### src/rtl/sccb_responder.sv
// SCCB target: oversampled sioc/siod, 3-phase write and 2-phase read decode, open-drain ack/data drive.
// Define SCCB_AUTOINC_EN for burst writes and sequential reads with sub-address auto-increment.
module sccb_responder #(
  parameter logic [7:0] DEVICE_ID   = 8'h42,
  parameter int         SYNC_STAGES = 2
) (
  input  logic       clk,
  input  logic       reset,
  input  logic       sioc,
  input  logic       siod_in,
  output logic       siod_oe,
  output logic       wr_en,
  output logic [7:0] wr_addr,
  output logic [7:0] wr_data,
  output logic [7:0] rd_addr,
  input  logic [7:0] rd_data,
  output logic       busy,
  output logic       bus_error
);

  typedef enum logic [3:0] {
    IDLE, ID, ID_ACK, SUB, SUB_ACK, DATA, DATA_ACK, READ, READ_NA, RD_NEXT, IGNORE
  } state_t;

  state_t state, state_nx;

  // Synchronisers reset to the idle-bus level so reset release never looks like an edge.
  logic [SYNC_STAGES-1:0] sioc_sync, siod_sync;
  logic sioc_s, siod_s, sioc_q, siod_q;

  always_ff @(posedge clk or posedge reset) begin
    if (reset) begin
      sioc_sync <= '1;
      siod_sync <= '1;
      sioc_q    <= 1'b1;
      siod_q    <= 1'b1;
    end else begin
      sioc_sync <= {sioc_sync[SYNC_STAGES-2:0], sioc};
      siod_sync <= {siod_sync[SYNC_STAGES-2:0], siod_in};
      sioc_q    <= sioc_s;
      siod_q    <= siod_s;
    end
  end

  assign sioc_s = sioc_sync[SYNC_STAGES-1];
  assign siod_s = siod_sync[SYNC_STAGES-1];

  logic sioc_rise, sioc_fall, start_ev, stop_ev;
  assign sioc_rise = sioc_s & ~sioc_q;
  assign sioc_fall = ~sioc_s & sioc_q;
  assign start_ev  = sioc_s & sioc_q & siod_q & ~siod_s;
  assign stop_ev   = sioc_s & sioc_q & ~siod_q & siod_s;

  logic [3:0] bit_cnt, bit_cnt_nx, bits_done;
  logic [7:0] shift, shift_nx, byte_in;
  logic       ack_on, ack_on_nx, rise_seen, rise_seen_nx;
  logic       oe_nx, wr_en_nx, busy_nx, err_nx, counting;
  logic [7:0] wr_addr_nx, wr_data_nx, rd_addr_nx;

  assign byte_in  = {shift[6:0], siod_s};
  // The rise that precedes STOP is the stop's own clock, not a data bit.
  assign bits_done = bit_cnt - {3'b000, rise_seen};
  assign counting  = (state == ID) || (state == SUB) || (state == DATA) || (state == READ);

  always_comb begin
    state_nx     = state;
    bit_cnt_nx   = bit_cnt;
    shift_nx     = shift;
    ack_on_nx    = ack_on;
    rise_seen_nx = rise_seen;
    oe_nx        = siod_oe;
    wr_en_nx     = 1'b0;
    wr_addr_nx   = wr_addr;
    wr_data_nx   = wr_data;
    rd_addr_nx   = rd_addr;
    busy_nx      = busy;
    err_nx       = 1'b0;

    if (stop_ev) begin
      if (counting && bits_done != 4'd0) err_nx = 1'b1;
      state_nx     = IDLE;
      oe_nx        = 1'b0;
      busy_nx      = 1'b0;
      bit_cnt_nx   = '0;
      ack_on_nx    = 1'b0;
      rise_seen_nx = 1'b0;
    end else if (start_ev) begin
      state_nx     = ID;
      oe_nx        = 1'b0;
      bit_cnt_nx   = '0;
      ack_on_nx    = 1'b0;
      rise_seen_nx = 1'b0;
    end else begin
      if (sioc_fall) rise_seen_nx = 1'b0;
      unique case (state)
        IDLE: ;
        ID, SUB, DATA: if (sioc_rise) begin
          shift_nx = byte_in;
          if (bit_cnt == 4'd7) begin
            bit_cnt_nx = '0;
            if (state == ID) begin
              if (byte_in[7:1] == DEVICE_ID[7:1]) begin
                state_nx = ID_ACK;
                busy_nx  = 1'b1;
              end else begin
                state_nx = IGNORE;
              end
            end else if (state == SUB) begin
              rd_addr_nx = byte_in;
              state_nx   = SUB_ACK;
            end else begin
              wr_en_nx   = 1'b1;
              wr_addr_nx = rd_addr;
              wr_data_nx = byte_in;
`ifdef SCCB_AUTOINC_EN
              rd_addr_nx = rd_addr + 8'd1;
`endif
              state_nx   = DATA_ACK;
            end
          end else begin
            bit_cnt_nx   = bit_cnt + 4'd1;
            rise_seen_nx = 1'b1;
          end
        end
        ID_ACK, SUB_ACK, DATA_ACK: if (sioc_fall) begin
          // First fall pulls siod for the ninth clock, second fall ends it.
          if (!ack_on) begin
            ack_on_nx = 1'b1;
            oe_nx     = 1'b1;
          end else begin
            ack_on_nx  = 1'b0;
            oe_nx      = 1'b0;
            bit_cnt_nx = '0;
            if (state == ID_ACK) begin
              if (shift[0]) begin
                shift_nx = rd_data;
                oe_nx    = ~rd_data[7];
                state_nx = READ;
              end else begin
                state_nx = SUB;
              end
            end else if (state == SUB_ACK) begin
              state_nx = DATA;
            end else begin
`ifdef SCCB_AUTOINC_EN
              state_nx = DATA;
`else
              state_nx = IGNORE;
`endif
            end
          end
        end
        READ: begin
          if (sioc_rise) begin
            shift_nx = {shift[6:0], 1'b0};
            if (bit_cnt == 4'd7) begin
              bit_cnt_nx = '0;
              state_nx   = READ_NA;
            end else begin
              bit_cnt_nx   = bit_cnt + 4'd1;
              rise_seen_nx = 1'b1;
            end
          end else if (sioc_fall) begin
            oe_nx = ~shift[7];
          end
        end
        READ_NA: begin
          if (sioc_fall) begin
            oe_nx = 1'b0;
          end else if (sioc_rise) begin
`ifdef SCCB_AUTOINC_EN
            if (!siod_s) begin
              rd_addr_nx = rd_addr + 8'd1;
              state_nx   = RD_NEXT;
            end else begin
              state_nx = IGNORE;
            end
`else
            state_nx = IGNORE;
`endif
          end
        end
        RD_NEXT: if (sioc_fall) begin
          shift_nx   = rd_data;
          oe_nx      = ~rd_data[7];
          bit_cnt_nx = '0;
          state_nx   = READ;
        end
        IGNORE: if (sioc_fall) oe_nx = 1'b0;
        default: state_nx = IDLE;
      endcase
    end
  end

  always_ff @(posedge clk or posedge reset) begin
    if (reset) begin
      state     <= IDLE;
      bit_cnt   <= '0;
      shift     <= '0;
      ack_on    <= 1'b0;
      rise_seen <= 1'b0;
      siod_oe   <= 1'b0;
      wr_en     <= 1'b0;
      wr_addr   <= '0;
      wr_data   <= '0;
      rd_addr   <= '0;
      busy      <= 1'b0;
      bus_error <= 1'b0;
    end else begin
      state     <= state_nx;
      bit_cnt   <= bit_cnt_nx;
      shift     <= shift_nx;
      ack_on    <= ack_on_nx;
      rise_seen <= rise_seen_nx;
      siod_oe   <= oe_nx;
      wr_en     <= wr_en_nx;
      wr_addr   <= wr_addr_nx;
      wr_data   <= wr_data_nx;
      rd_addr   <= rd_addr_nx;
      busy      <= busy_nx;
      bus_error <= err_nx;
    end
  end

endmodule

### config.mk
export PLATFORM = sky130hd
export DESIGN_NAME = sccb_responder
export DESIGN_NICKNAME = d
export VERILOG_FILES = /design/src/rtl/sccb_responder.sv
export SDC_FILE = /design/constraint.sdc
export NUM_CORES = 1
export LEC_CHECK = 0
export BUFFER_PORTS_ARGS = -buffer_cell sky130_fd_sc_hd__clkbuf_2
export CORE_ASPECT_RATIO = 1.5
export CORE_MARGIN = 5
export CORE_UTILIZATION = 46
export DETAILED_ROUTE_END_ITERATION = 10
export PLACE_DENSITY = 0.73
export SLEW_MARGIN = 15
export SYNTH_ARGS = -nofsm -noshare
export SYNTH_HDL_FRONTEND = slang
export SYNTH_SLANG_ARGS = --single-unit
### constraint.sdc
create_clock -name clk -period 3.05 [get_ports clk]
set_input_delay 0.305 -clock clk [delete_from_list [all_inputs] [get_ports clk]]
set_output_delay 0.305 -clock clk [all_outputs]
set_load 0.03 [all_outputs]
Word-level counts from Yosys, hierarchy flattened
Index checks and enable logic that the tools add are counted.

operators by class
  add/subtract/negate cells = 2
  multipliers = 0
  divide/modulo/power cells = 0
  magnitude comparators = 0
  eq/ne operators = 34
  shift operators = 0
  mux-type cells = 72
  bitwise logic cells = 17
  reductions and logical operators = 30

operators with widths
  kind                number
  $mux 4              22
  $mux 8              7
  $ne 4x4->1 const B  10
  $mux 1              37
  $pmux 8 s4          1
  $pmux 4 s6          1
  $eq 4x3->1 const B  5
  $reduce_and 10->1   2
  $ne 2x2->1 const B  7
  $reduce_and 7->1    2
  $eq 4x4->1 const B  3
  $pmux 4 s3          1
  $reduce_and 6->1    2
  $not 1->1           10
  $reduce_bool 2->1   5
  $reduce_and 9->1    1
  $eq 4x2->1 const B  2
  $ne 4x1->1 const B  2
  $reduce_bool 4->1   2
  $and 1x1->1         7
  $eq 7x6->1 const B  1
  $reduce_bool 3->1   2
  $reduce_bool 6->1   1
  $reduce_or 3->1     2
  other kinds (17)    20

storage, ports and cells
  bits in registers = 52
  latch bits = 0
  RAM bits = 0
  bits in read-only memories = 0
  input bits = 12
  output and inout port bits = 28
  word-level logic and storage cells = 172
  memories = 0

Depth between registers and ports, before layout
Gate-level depths: netlist of the first run.

  depth after elaboration = 8
  mapped depth = 8
  gate-level depth less buffers = 6

Worst setup path before layout of the first run
No wires, ideal clock.

  kind = reg-to-reg
  start = reg state[2]
  end = reg shift[1]
  data arrival time = 1.986 ns
  data required time = 2.925 ns
  setup slack = 0.939 ns
  cell stages (with the launch flop) = 7
  period minus slack after synthesis = 2.111 ns
  cell sequence = dfrtp_1 -> buf_2 -> nor2_1 -> o22a_2 -> o221ai_4 -> a2111oi_4 -> mux2_2

between the ends
  longest elaborated chain between the ends = 4
  elaborated cells between the ends (all ways) = 20
  those cells by class = 15 x eq/ne; 1 x mux; 4 x reduce/logical

RTL lines
  what                                                              RTL line  source
  start, declared                                                   25        state_t state, state_nx;
  start signal, assigned                                            210       state <= state_nx;
  $eq 4x2->1, or another cell as far along                          95, 134
  $reduce_or 3->1                                                   95        unique case (state)
  $ne 2x2->1 (no source line) or $reduce_bool 4->1 (tied branches)  n/a
  $reduce_and 10->1 (no source line)                                n/a
  end signal, assigned                                              212       shift <= shift_nx;
  end, declared                                                     55        logic [7:0] shift, shift_nx, byte_in;

Several ways; a longest one is shown, not always the timed one.
A chain may end at the register's enable or synchronous reset.

Final worst setup path of the first run
  start = reg state[1]
  end = reg shift[2]

Same word-level chain as after synthesis.

==> out/metrics.cfg, run 1 <==
[yosys]
synth_fp_nets = 243
synth_largest_type_area_fraction = 0.437
postSynth.topFlopCell = sky130_fd_sc_hd__dfrtp_1
post-synth-top-count-cell = sky130_fd_sc_hd__dfrtp_1
synthTopCellsByCount = 46 x sky130_fd_sc_hd__dfrtp_1, 29 x sky130_fd_sc_hd__mux2_2, 14 x sky130_fd_sc_hd__nor2_1
ys_warn_count = 0
synth.ff_latch_count = 52
synth_cell_types = 55
synth.yosys.seq_area_share = 0.497
yosys.area.top_type = sky130_fd_sc_hd__dfrtp_1
synthArstFlopShare = 1.00
synth_edf_count = 0
postSynthCellCount = 229
area_of_the_mapped_netlist_um2 = 2630
post_synth.cell_area_avg_um2 = 11.5
synth.top_cells.by_area = sky130_fd_sc_hd__dfrtp_1 44%, sky130_fd_sc_hd__mux2_2 12%, sky130_fd_sc_hd__dfstp_2 6.0%, sky130_fd_sc_hd__a22o_1 2.3%, sky130_fd_sc_hd__nor2_1 2.0%

[critical_path]
path_cells = nor2_1 > o22a_2 > o221ai_4 > a2111oi_4 > mux2_2
timing.critical_path.slowest_stage_cell = sky130_fd_sc_hd__a2111oi_4
worstSetupStartpointType = flop
path_max_fanout = 19
regToRegStartpoint = state[1]
cp-end-kind = flop
cell_family_with_the_largest_share_of_critical_path_delay = compound AO/OA/AOI/OAI gates
critical_path_buf_inv_count = 0
startpoint = state[1]
critPathMaxStageDelay_ns = 0.61
cp.required_ns = 3.25
worstSetupPathType = reg -> reg
critical_path_arrival_ns = 2.81

[power]
intPower_mw = 1.53
vdd_drop_max_mv = 0.547
share_clk_of_total_power = 0.158
power.share.switching = 0.393
total_power_mw = 2.52
power.switching_mw = 0.990
p_leak_nw = 1.42
share_comb_of_total_power = 0.449
cellPowerDensity_nw_per_um2 = 847
sequentialPowerShare = 0.393

[floorplan]
io_count = 40
floorplan.initialDensity = 0.476
coreArea_um2 = 5530
die_area_um2 = 7370
die_h_um = 103
die_x_um = 71.8
num_rows = 33

[grt]
grt_first_pass_wirelength_um = 9380
grt_antenna_before_repair = 0
track_usage = 0.161
grt_max_degree = 53
grt_remaining_overflow = 0
first_global_vias = 1973

[sta]
min_period_over_period = 0.857
timing.final.setup_violations = 0
worst_slew_pin_slew_ns = 0.852
fin_worst_hold_slack_ns = 0.0715
timing_hold_violations_final = 0
timing.slew.headroom = 0.432
grt_setup_unrepaired = false
finalWorstSetupSlack_ns = 0.437
timing.fmax_mhz = 383
fin_crit_ns = 2.61
timing_max_transition_violations_final = 0
finalClockSkew_ns = 0.00769
setup_tns_ns = 0

[route]
finalWirelength_um = 5520
avgRoutedWirePerCell_um = 16.3
drc_errors = 0
routed-via-count = 1866
dr.pass1.iters = 4
drtAntennaViolNets = 0
via_per_inst = 5.50
first_iter_violations = 39

[layout]
area_growth_syn_to_layout_pct = 12.9
antenna_cells_inserted = 0
final_util = 0.538
layout.nets = 282
post_route_cells_drive_above_1_share = 0.372

[clocking]
postCtsResizedCells = 0
cts_hold_repair.buffers = 0
ctsHtreeMaxLevel = 2
tritoncts_clock_tree = done
numClockSinks = 52
clock_path_buffers = 2
cts_setup_buffers = 0
clock_tree.root_cell = sky130_fd_sc_hd__clkbuf_8
clkSlewWorstSetupHoldPaths_ns = 0.10
worst_skew_pair.late_latency_ns = 0.30
tritoncts.num_buffers = 5

[placed_design]
gp_congestion = 0.869
io_buffer_count = 39
post-place-ws_ns = 0.452
place.detailed.hpwl_um = 4040

[min_path]
worst_hold_path_type = in -> reg
min_from = sioc

[outcome]
outcome = complete, no violations

[job]
cap_violations = 0

[layout by cell type, fill, tap and decap left out, types with 2 or more instances in the layout]
master and count:
sky130_fd_sc_hd__clkinv_2 2, sky130_fd_sc_hd__xor2_1 2, sky130_fd_sc_hd__a21oi_1 10, sky130_fd_sc_hd__nand3_1 6, sky130_fd_sc_hd__ha_1 2, sky130_fd_sc_hd__or4_1 2, sky130_fd_sc_hd__clkbuf_2 39, sky130_fd_sc_hd__nor3_1 2
sky130_fd_sc_hd__dfrtp_1 46, sky130_fd_sc_hd__and3_1 3, sky130_fd_sc_hd__or3_1 2, sky130_fd_sc_hd__and2b_1 2, sky130_fd_sc_hd__buf_4 5, sky130_fd_sc_hd__xnor2_1 3, sky130_fd_sc_hd__a211oi_1 3, sky130_fd_sc_hd__a22o_1 7
sky130_fd_sc_hd__mux2_2 29, sky130_fd_sc_hd__nor4b_1 2, sky130_fd_sc_hd__or2b_1 2, sky130_fd_sc_hd__a21boi_0 2, sky130_fd_sc_hd__dfstp_2 6, sky130_fd_sc_hd__nor2_1 14, sky130_fd_sc_hd__inv_1 8, sky130_fd_sc_hd__mux2i_1 3
sky130_fd_sc_hd__nand2b_1 5, sky130_fd_sc_hd__and2_1 4, sky130_fd_sc_hd__o21ai_0 9, sky130_fd_sc_hd__nand2_1 13, sky130_fd_sc_hd__and3b_1 3, sky130_fd_sc_hd__clkbuf_8 5, sky130_fd_sc_hd__o32a_2 2
[cell type report]
class                   count  area, um2
fillers                   512       2560
flip-flops and latches     52       1310
multi-input cells         156       1220
repair buffers             44        233
well taps                  70       87.6
clock buffers               5       68.8
inverters                   9       35.0
clock inverters             3       21.3
[power groups by stage]
| stage | clock (mW) | sequential (mW) | combinational, mW |
|---|---|---|---|
| global route | 0.439 | 1.02 | 1.25 |
| global placement | 0 | 1.00 | 1.11 |
| CTS | 0.411 | 0.990 | 1.13 |
| floorplan | 0 | 0.898 | 1.03 |
| detailed placement | 0 | 1.01 | 1.12 |
| finish | 0.397 | 0.991 | 1.13 |
[per-layer routing]
metal  track usage  part of all wire  vias up
met5             0                 0        -
met2         0.284              0.53       42
met4        0.0593             0.019        0
li1              -                 -      902
met1         0.190              0.42      913
met3        0.0371             0.038        9
[cells by family (layout without fill, tap and decap cells)]
group / count (synthesis) / count (layout) / share of synthesized area
adder cells (fa/ha/maj): 2 / 2 / 0.00950
XOR/XNOR: 5 / 5 / 0.0166
multiplexers: 32 / 32 / 0.135
AO/OA/AOI/OAI: 51 / 51 / 0.158
AND/OR/NAND/NOR: 66 / 66 / 0.144
buffers and inverters: 21 / 61 / 0.0399
flip-flops: 52 / 52 / 0.497
[worst register-to-register path, delay by kind of cell (launching register included)]
kind               cells  cell delay (ns)
AOI/OAI and AO/OA      3             1.16
DFF                    1             0.60
muxes                  1             0.40
and+or+nand+nor        1             0.35
[flip-flops by register name, summed over array words and instances, names as in the netlist]
signal and flops:
ack_on 1, bit_cnt 4, bus_error 1, busy 1, rd_addr 8, rise_seen 1, shift 8, sioc_q 1
sioc_sync 2, siod_oe 1, siod_q 1, siod_sync 2, state 4, wr_addr 8, wr_data 8, wr_en 1
[stage by stage]
step / area, um2 / std cells
final: 2970 / 339
after global routing: 2970 / 339
after CTS: 2970 / 339
after detailed placement: 2880 / 331
after global placement: 2880 / 331
after floorplan: 2630 / 229
[path summary, 6_finish.rpt]
kind                       slack (ns)  depth (start not counted)            to
max                              0.44                          5      shift[2]
min                              0.07                          1  sioc_sync[0]
max reg2reg                      0.44                          5      shift[2]
min reg2reg                      0.37                          0  sioc_sync[1]
max in group asynchronous        2.41                          2          busy
min in group asynchronous        0.11                          2         wr_en
Power figures use the tool's default switching activity.
==> inputs of run 2 (changes only) <==
--- a/config.mk
+++ b/config.mk
@@ -5,12 +5,14 @@
 export SDC_FILE = /design/constraint.sdc
 export NUM_CORES = 1
 export LEC_CHECK = 0
-export BUFFER_PORTS_ARGS = -buffer_cell sky130_fd_sc_hd__clkbuf_2
+export ABC_AREA = 1
+export BUFFER_PORTS_ARGS = -buffer_cell sky130_fd_sc_hd__buf_2
 export CORE_ASPECT_RATIO = 1.5
 export CORE_MARGIN = 5
 export CORE_UTILIZATION = 46
 export DETAILED_ROUTE_END_ITERATION = 10
-export PLACE_DENSITY = 0.73
+export MAX_ROUTING_LAYER = met4
+export PLACE_DENSITY = 0.72
 export SLEW_MARGIN = 15
 export SYNTH_ARGS = -nofsm -noshare
 export SYNTH_HDL_FRONTEND = slang
==> out/metrics.cfg, run 2 <==
[sta]
timing.slew.headroom = 0.416
timing.fmax_mhz = 509
timing_hold_violations_final = 0
timing_max_transition_violations_final = 0
fin_crit_ns = 1.96
min_period_over_period = 0.644
finalClockSkew_ns = 0.00274
grt_setup_unrepaired = false
worst_slew_pin_slew_ns = 0.877
setup_tns_ns = 0
timing.final.setup_violations = 0

[yosys]
synth_edf_count = 0
synthTopCellsByCount = 105 x sky130_fd_sc_hd__nand2_1, 46 x sky130_fd_sc_hd__dfrtp_1, 32 x sky130_fd_sc_hd__nor2_1
synth_cell_types = 38
synth.area.mux_share = 0
synth_fp_nets = 353
synth_top_family_by_area = simple AND/OR/NAND/NOR gates
synth.ff_latch_count = 52
area_of_the_mapped_netlist_um2 = 2750
adder_cell_fraction_of_synth_area = 0.00910
synth_compound_gate_area_share = 0.109
synthArstFlopShare = 1.00
synth.yosys.seq_area_share = 0.476
simple_logic_cell_fraction_of_the_synthesized_area = 0.338
ys_warn_count = 0
yosys.area.top_type = sky130_fd_sc_hd__dfrtp_1
synth_largest_type_area_fraction = 0.419
post-synth-top-count-cell = sky130_fd_sc_hd__nand2_1
post_synth.cell_area_avg_um2 = 8.11
postSynth.topFlopCell = sky130_fd_sc_hd__dfrtp_1
synth.top_cells.by_area = sky130_fd_sc_hd__dfrtp_1 42%, sky130_fd_sc_hd__nand2_1 14%, sky130_fd_sc_hd__dfstp_2 5.7%, sky130_fd_sc_hd__o21ai_0 5.3%, sky130_fd_sc_hd__nor2_1 4.4%
postSynthCellCount = 339
yosys.area_share.xor_xnor = 0.00637

[layout]
post_route_cells_drive_above_1_share = 0.247
multiInputGateArea_um2 = 1270
layout.filler_cells = 582
register_area_um2 = 1310
highest_count_cells_in_the_layout_ignoring_fill_and_taps = 105 x sky130_fd_sc_hd__nand2_1, 46 x sky130_fd_sc_hd__dfrtp_1, 39 x sky130_fd_sc_hd__buf_2
final_common_cell = sky130_fd_sc_hd__nand2_1
fin_cells = 452
layout.nets = 393
antenna_cells_inserted = 0
fin_area_um2 = 3080
area_growth_syn_to_layout_pct = 12.0

[power]
sequentialPowerShare = 0.378
intPower_mw = 1.25
power.share.switching = 0.458
power.switching_mw = 1.06
share_clk_of_total_power = 0.177
total_power_mw = 2.31
share_comb_of_total_power = 0.445
cellPowerDensity_nw_per_um2 = 750
vdd_drop_max_mv = 0.477
p_leak_nw = 1.57

[critical_path]
cp-end-kind = flop
worstSetupPathType = reg -> reg
cp.required_ns = 3.31
critical_path_arrival_ns = 2.22
worstSetupStartpointType = flop
path_max_fanout = 25

[clocking]
tritoncts.num_buffers = 5
clkSlewWorstSetupHoldPaths_ns = 0.10
clock_tree.root_cell = sky130_fd_sc_hd__clkbuf_8
ctsHtreeMaxLevel = 2
cts_hold_repair.buffers = 0
postCtsResizedCells = 0
worst_skew_pair.late_latency_ns = 0.31
clock_path_buffers = 2
cts_setup_buffers = 0
numClockSinks = 52
tritoncts_clock_tree = done

[placed_design]
place.detailed.hpwl_um = 4950
io_buffer_count = 39
placed_cell_area_um2 = 2990
gp_congestion = 0.958
count_of_placed_standard_cells_including_taps = 444

[outcome]
outcome = complete, no violations

[floorplan]
die_area_um2 = 7660
floorplan.initialDensity = 0.472
num_rows = 34
coreArea_um2 = 5830
die_x_um = 73.1
die_h_um = 105
io_count = 40

[grt]
track_usage = 0.183
first_global_vias = 2293
grt_remaining_overflow = 0
grt_first_pass_wirelength_um = 10800
grt_antenna_before_repair = 0
grt_max_degree = 53

[job]
cap_violations = 0

[route]
dr.pass1.iters = 4
first_iter_violations = 129
drtAntennaViolNets = 0
routed-via-count = 2354
avgRoutedWirePerCell_um = 14.2
via_per_inst = 5.21
drc_errors = 0
finalWirelength_um = 6400

[min_path]
worst_hold_path_type = in -> reg

## run 2: changes by cell type after synthesis, moves of 4 or more
cell,change
sky130_fd_sc_hd__nor2_1,+18
sky130_fd_sc_hd__nand2_2,+12
sky130_fd_sc_hd__and2_1,-4
sky130_fd_sc_hd__o21ai_2,+7
sky130_fd_sc_hd__a22o_1,-7
sky130_fd_sc_hd__nor3_1,+5
sky130_fd_sc_hd__inv_1,+15
sky130_fd_sc_hd__nand2_4,+4
sky130_fd_sc_hd__nand2b_1,-5
sky130_fd_sc_hd__mux2_2,-29
sky130_fd_sc_hd__o21ai_0,+20
sky130_fd_sc_hd__nand3_1,+14
sky130_fd_sc_hd__nor2_4,+5
sky130_fd_sc_hd__nand2_1,+92
## run 2: worst paths after layout
path,from,slack [ns],cells past startpoint,end
setup / recovery,state[0],1.09,6,wr_addr[4]
min in group asynchronous,reset,0.13,2,bus_error
max in group asynchronous,reset,2.39,2,state[1]
setup reg to reg,state[0],1.09,6,wr_addr[4]
hold reg to reg,sioc_sync[0],0.36,0,sioc_sync[1]
hold / removal,siod_in,0.08,1,siod_sync[0]
## run 2: layer usage
metal  global-route usage  vias up  routed length, um
met5                    -        -                  0
met4               0.0580        0                133
met3               0.0279       10                280
met2                0.331       53               3510
met1                0.198     1115               2480
li1                     -     1176                  -
## run 2: stage by stage
| step | hold WS (ns) | util | worst slack (ns) |
|---|---|---|---|
| global route | 0.0544 | 0.529 | 0.826 |
| global placement | 0.346 | 0.513 | 1.16 |
| finish | 0.0782 | 0.529 | 1.09 |
| detailed placement | 0.348 | 0.513 | 1.12 |
| floorplan | 0.309 | - | 1.50 |
| CTS | 0.0753 | 0.528 | 1.10 |
## run 2: logic make-up (layout without fill, tap and decap cells)
logic type      Yosys count  in the layout
compound gates           51             51
xor+xnor                  2              2
fa+ha+maj                 2              2
buf+inv                  37             78
flops                    52             52
simple gates            195            195
## run 2: critical path, stage by stage (launching register included)
cell and delay [ns]:
sky130_fd_sc_hd__dfrtp_1 0.66, sky130_fd_sc_hd__nand2_2 0.16, sky130_fd_sc_hd__o21ai_2 0.21, sky130_fd_sc_hd__nand3_2 0.40
sky130_fd_sc_hd__clkinv_1 0.32, sky130_fd_sc_hd__nand2_1 0.09, sky130_fd_sc_hd__nand2_1 0.07
## run 2: cell type report
| type | instances | share of cell area |
|---|---|---|
| Clock inverter | 3 | 0.00690 |
| Timing Repair Buffer | 40 | 0.0658 |
| Multi-Input combinational cell | 250 | 0.413 |
| Inverter | 30 | 0.0382 |
| Clock buffer | 5 | 0.0223 |
| Sequential cell | 52 | 0.425 |
| Tap cell | 72 | 0.0292 |
## run 2: power groups by stage
stage | registers (mW) | logic, mW | clock network (mW)
after detailed placement | 0.884 | 1.03 | 0
after floorplan | 0.843 | 0.898 | 0
after global routing | 0.886 | 1.16 | 0.451
final | 0.873 | 1.03 | 0.409
after global placement | 0.880 | 1.02 | 0
after CTS | 0.871 | 1.04 | 0.417
==> inputs of run 3 (changes only) <==
--- a/config.mk
+++ b/config.mk
@@ -12,7 +12,7 @@
 export CORE_UTILIZATION = 46
 export DETAILED_ROUTE_END_ITERATION = 10
 export MAX_ROUTING_LAYER = met4
-export PLACE_DENSITY = 0.72
+export PLACE_DENSITY = 0.75
 export SLEW_MARGIN = 15
 export SYNTH_ARGS = -nofsm -noshare
 export SYNTH_HDL_FRONTEND = slang
==> constraint.sdc (replaced) <==
create_clock -name clk -period 1.7 [get_ports clk]
set_input_delay 0.17 -clock clk [delete_from_list [all_inputs] [get_ports clk]]
set_output_delay 0.17 -clock clk [all_outputs]
set_load 0.03 [all_outputs]
==> out/metrics.cfg, run 3 (same netlist as run 2, synthesis figures left out) <==
[outcome]
outcome = complete, no violations

[clocking]
worst_skew_pair.late_latency_ns = 0.31
clock_path_buffers = 2
numClockSinks = 52
tritoncts_clock_tree = done
ctsHtreeMaxLevel = 2
clkSlewWorstSetupHoldPaths_ns = 0.10
tritoncts.num_buffers = 5
clock_tree.root_cell = sky130_fd_sc_hd__clkbuf_8

[placed_design]
count_of_placed_standard_cells_including_taps = 470
io_buffer_count = 39
post-place-ws_ns = -0.112
gp_congestion = 0.903
place.detailed.hpwl_um = 5240

[route]
drc_errors = 0
drtAntennaViolNets = 0
via_per_inst = 5.04
first_iter_violations = 100
routed-via-count = 2451
dr.pass1.iters = 4
avgRoutedWirePerCell_um = 14.3
finalWirelength_um = 6930

[critical_path]
worstSetupStartpointType = flop
critPathMaxStageDelay_ns = 0.48
worstSetupPathType = reg -> reg
timing.critical_path.slowest_stage_cell = sky130_fd_sc_hd__dfrtp_2
path_max_fanout = 13
rr_worst_depth = 10
cp.required_ns = 1.95
critical_path_buf_inv_count = 2
cp-endpoint = shift[5]
critical_path_arrival_ns = 1.90
rr_endpoint = shift[5]
cp.depth = 10
regToRegStartpoint = state[2]
r2r_setup_slack_ns = 0.05
startpoint = state[2]
cell_family_with_the_largest_share_of_critical_path_delay = simple AND/OR/NAND/NOR gates
path_cells = nor2_4 > nand2_2 > nand2_4 > inv_2 > nand2_4 > nand3_2 > nor2_4 > buf_12 > nand2_1 > o21ai_2
cp-end-kind = flop

[sta]
timing_hold_violations_final = 0
fin_worst_hold_slack_ns = 0.218
finalClockSkew_ns = 0.00612
timing.final.setup_violations = 0
timing.fmax_mhz = 605
worst_slew_pin_slew_ns = 0.427
timing.slew.headroom = 0.715
timing_max_transition_violations_final = 0
min_period_over_period = 0.973
finalWorstSetupSlack_ns = 0.0459
grt_setup_unrepaired = true
fin_crit_ns = 1.65

[grt]
grt_antenna_before_repair = 0
first_global_vias = 2485
grt_max_degree = 35
grt_remaining_overflow = 0
grt_first_pass_wirelength_um = 11300
track_usage = 0.194

[power]
p_leak_nw = 1.76
total_power_mw = 4.64
cellPowerDensity_nw_per_um2 = 1330
vdd_drop_max_mv = 0.718

[layout]
post_route_cells_drive_above_1_share = 0.355
area_growth_syn_to_layout_pct = 26.8
antenna_cells_inserted = 0
fin_cells = 486
layout.nets = 427
highest_count_cells_in_the_layout_ignoring_fill_and_taps = 97 x sky130_fd_sc_hd__nand2_1, 43 x sky130_fd_sc_hd__dfrtp_1, 39 x sky130_fd_sc_hd__buf_2
final_util = 0.599
final_common_cell = sky130_fd_sc_hd__nand2_1

[min_path]
worst_hold_path_type = in -> reg
min_from = rd_data[1]

[floorplan]
io_count = 40
die_area_um2 = 7660
num_rows = 34
die_h_um = 105
floorplan.initialDensity = 0.472
coreArea_um2 = 5830
die_x_um = 73.1

[job]
cap_violations = 0

## run 3: through the flow
step                      TNS [ns]  area [um2]
after CTS                        0        3350
after floorplan                  0        2750
after global routing        -0.190        3490
final                            0        3490
after global placement      -0.398        3220
after detailed placement    -0.521        3220
## run 3: repair_timing
item                                   CTS  global route
hold buffers                             3             0
endpoints found under the hold margin   14             0
buffers inserted                         0             5
setup endpoints to repair               16            31
gates resized for setup                  6            33
pin swaps                                0            11
## run 3: where the power goes
group	switching [mW]	internal, mW	leakage (nW)
registers	0.146	1.39	0.690
logic	1.47	0.917	1.03
clock network	0.426	0.294	0.0414
## run 3: worst min-delay path by stage
stage | end | slack, ns | depth (start not counted)
6_report | shift[1] | 0.22 | 5
5_1_grt | shift[1] | 0.24 | 5
4_1_cts | shift[1] | 0.24 | 5
3_5_place_dp | siod_oe | 0.19 | 2
3_3_place_gp | siod_oe | 0.18 | 2
2_1_floorplan | sioc_sync[0] | 0.17 | 0
## run 3: area by class of cell
type	count	area (um2)
Clock inverter	2	16.3
Timing Repair Buffer	74	507
Clock buffer	6	72.6
Tap cell	72	90.1
Fill cell	520	2340
Sequential cell	52	1310
Multi-Input combinational cell	250	1370
Inverter	30	120
## run 3: tightest hold or removal path: stages
cell and delay (ns):
sky130_fd_sc_hd__buf_2 0.11, sky130_fd_sc_hd__nand2_1 0.06, sky130_fd_sc_hd__o21ai_1 0.06, sky130_fd_sc_hd__nand2_2 0.06, sky130_fd_sc_hd__o21ai_2 0.04
## run 3: routing by layer
| layer | wire length [um] | GRT usage |
|---|---|---|
| met4 | 309 | 0.0950 |
| met2 | 3720 | 0.333 |
| met1 | 2650 | 0.213 |
| met5 | 0 | - |
| met3 | 254 | 0.0279 |
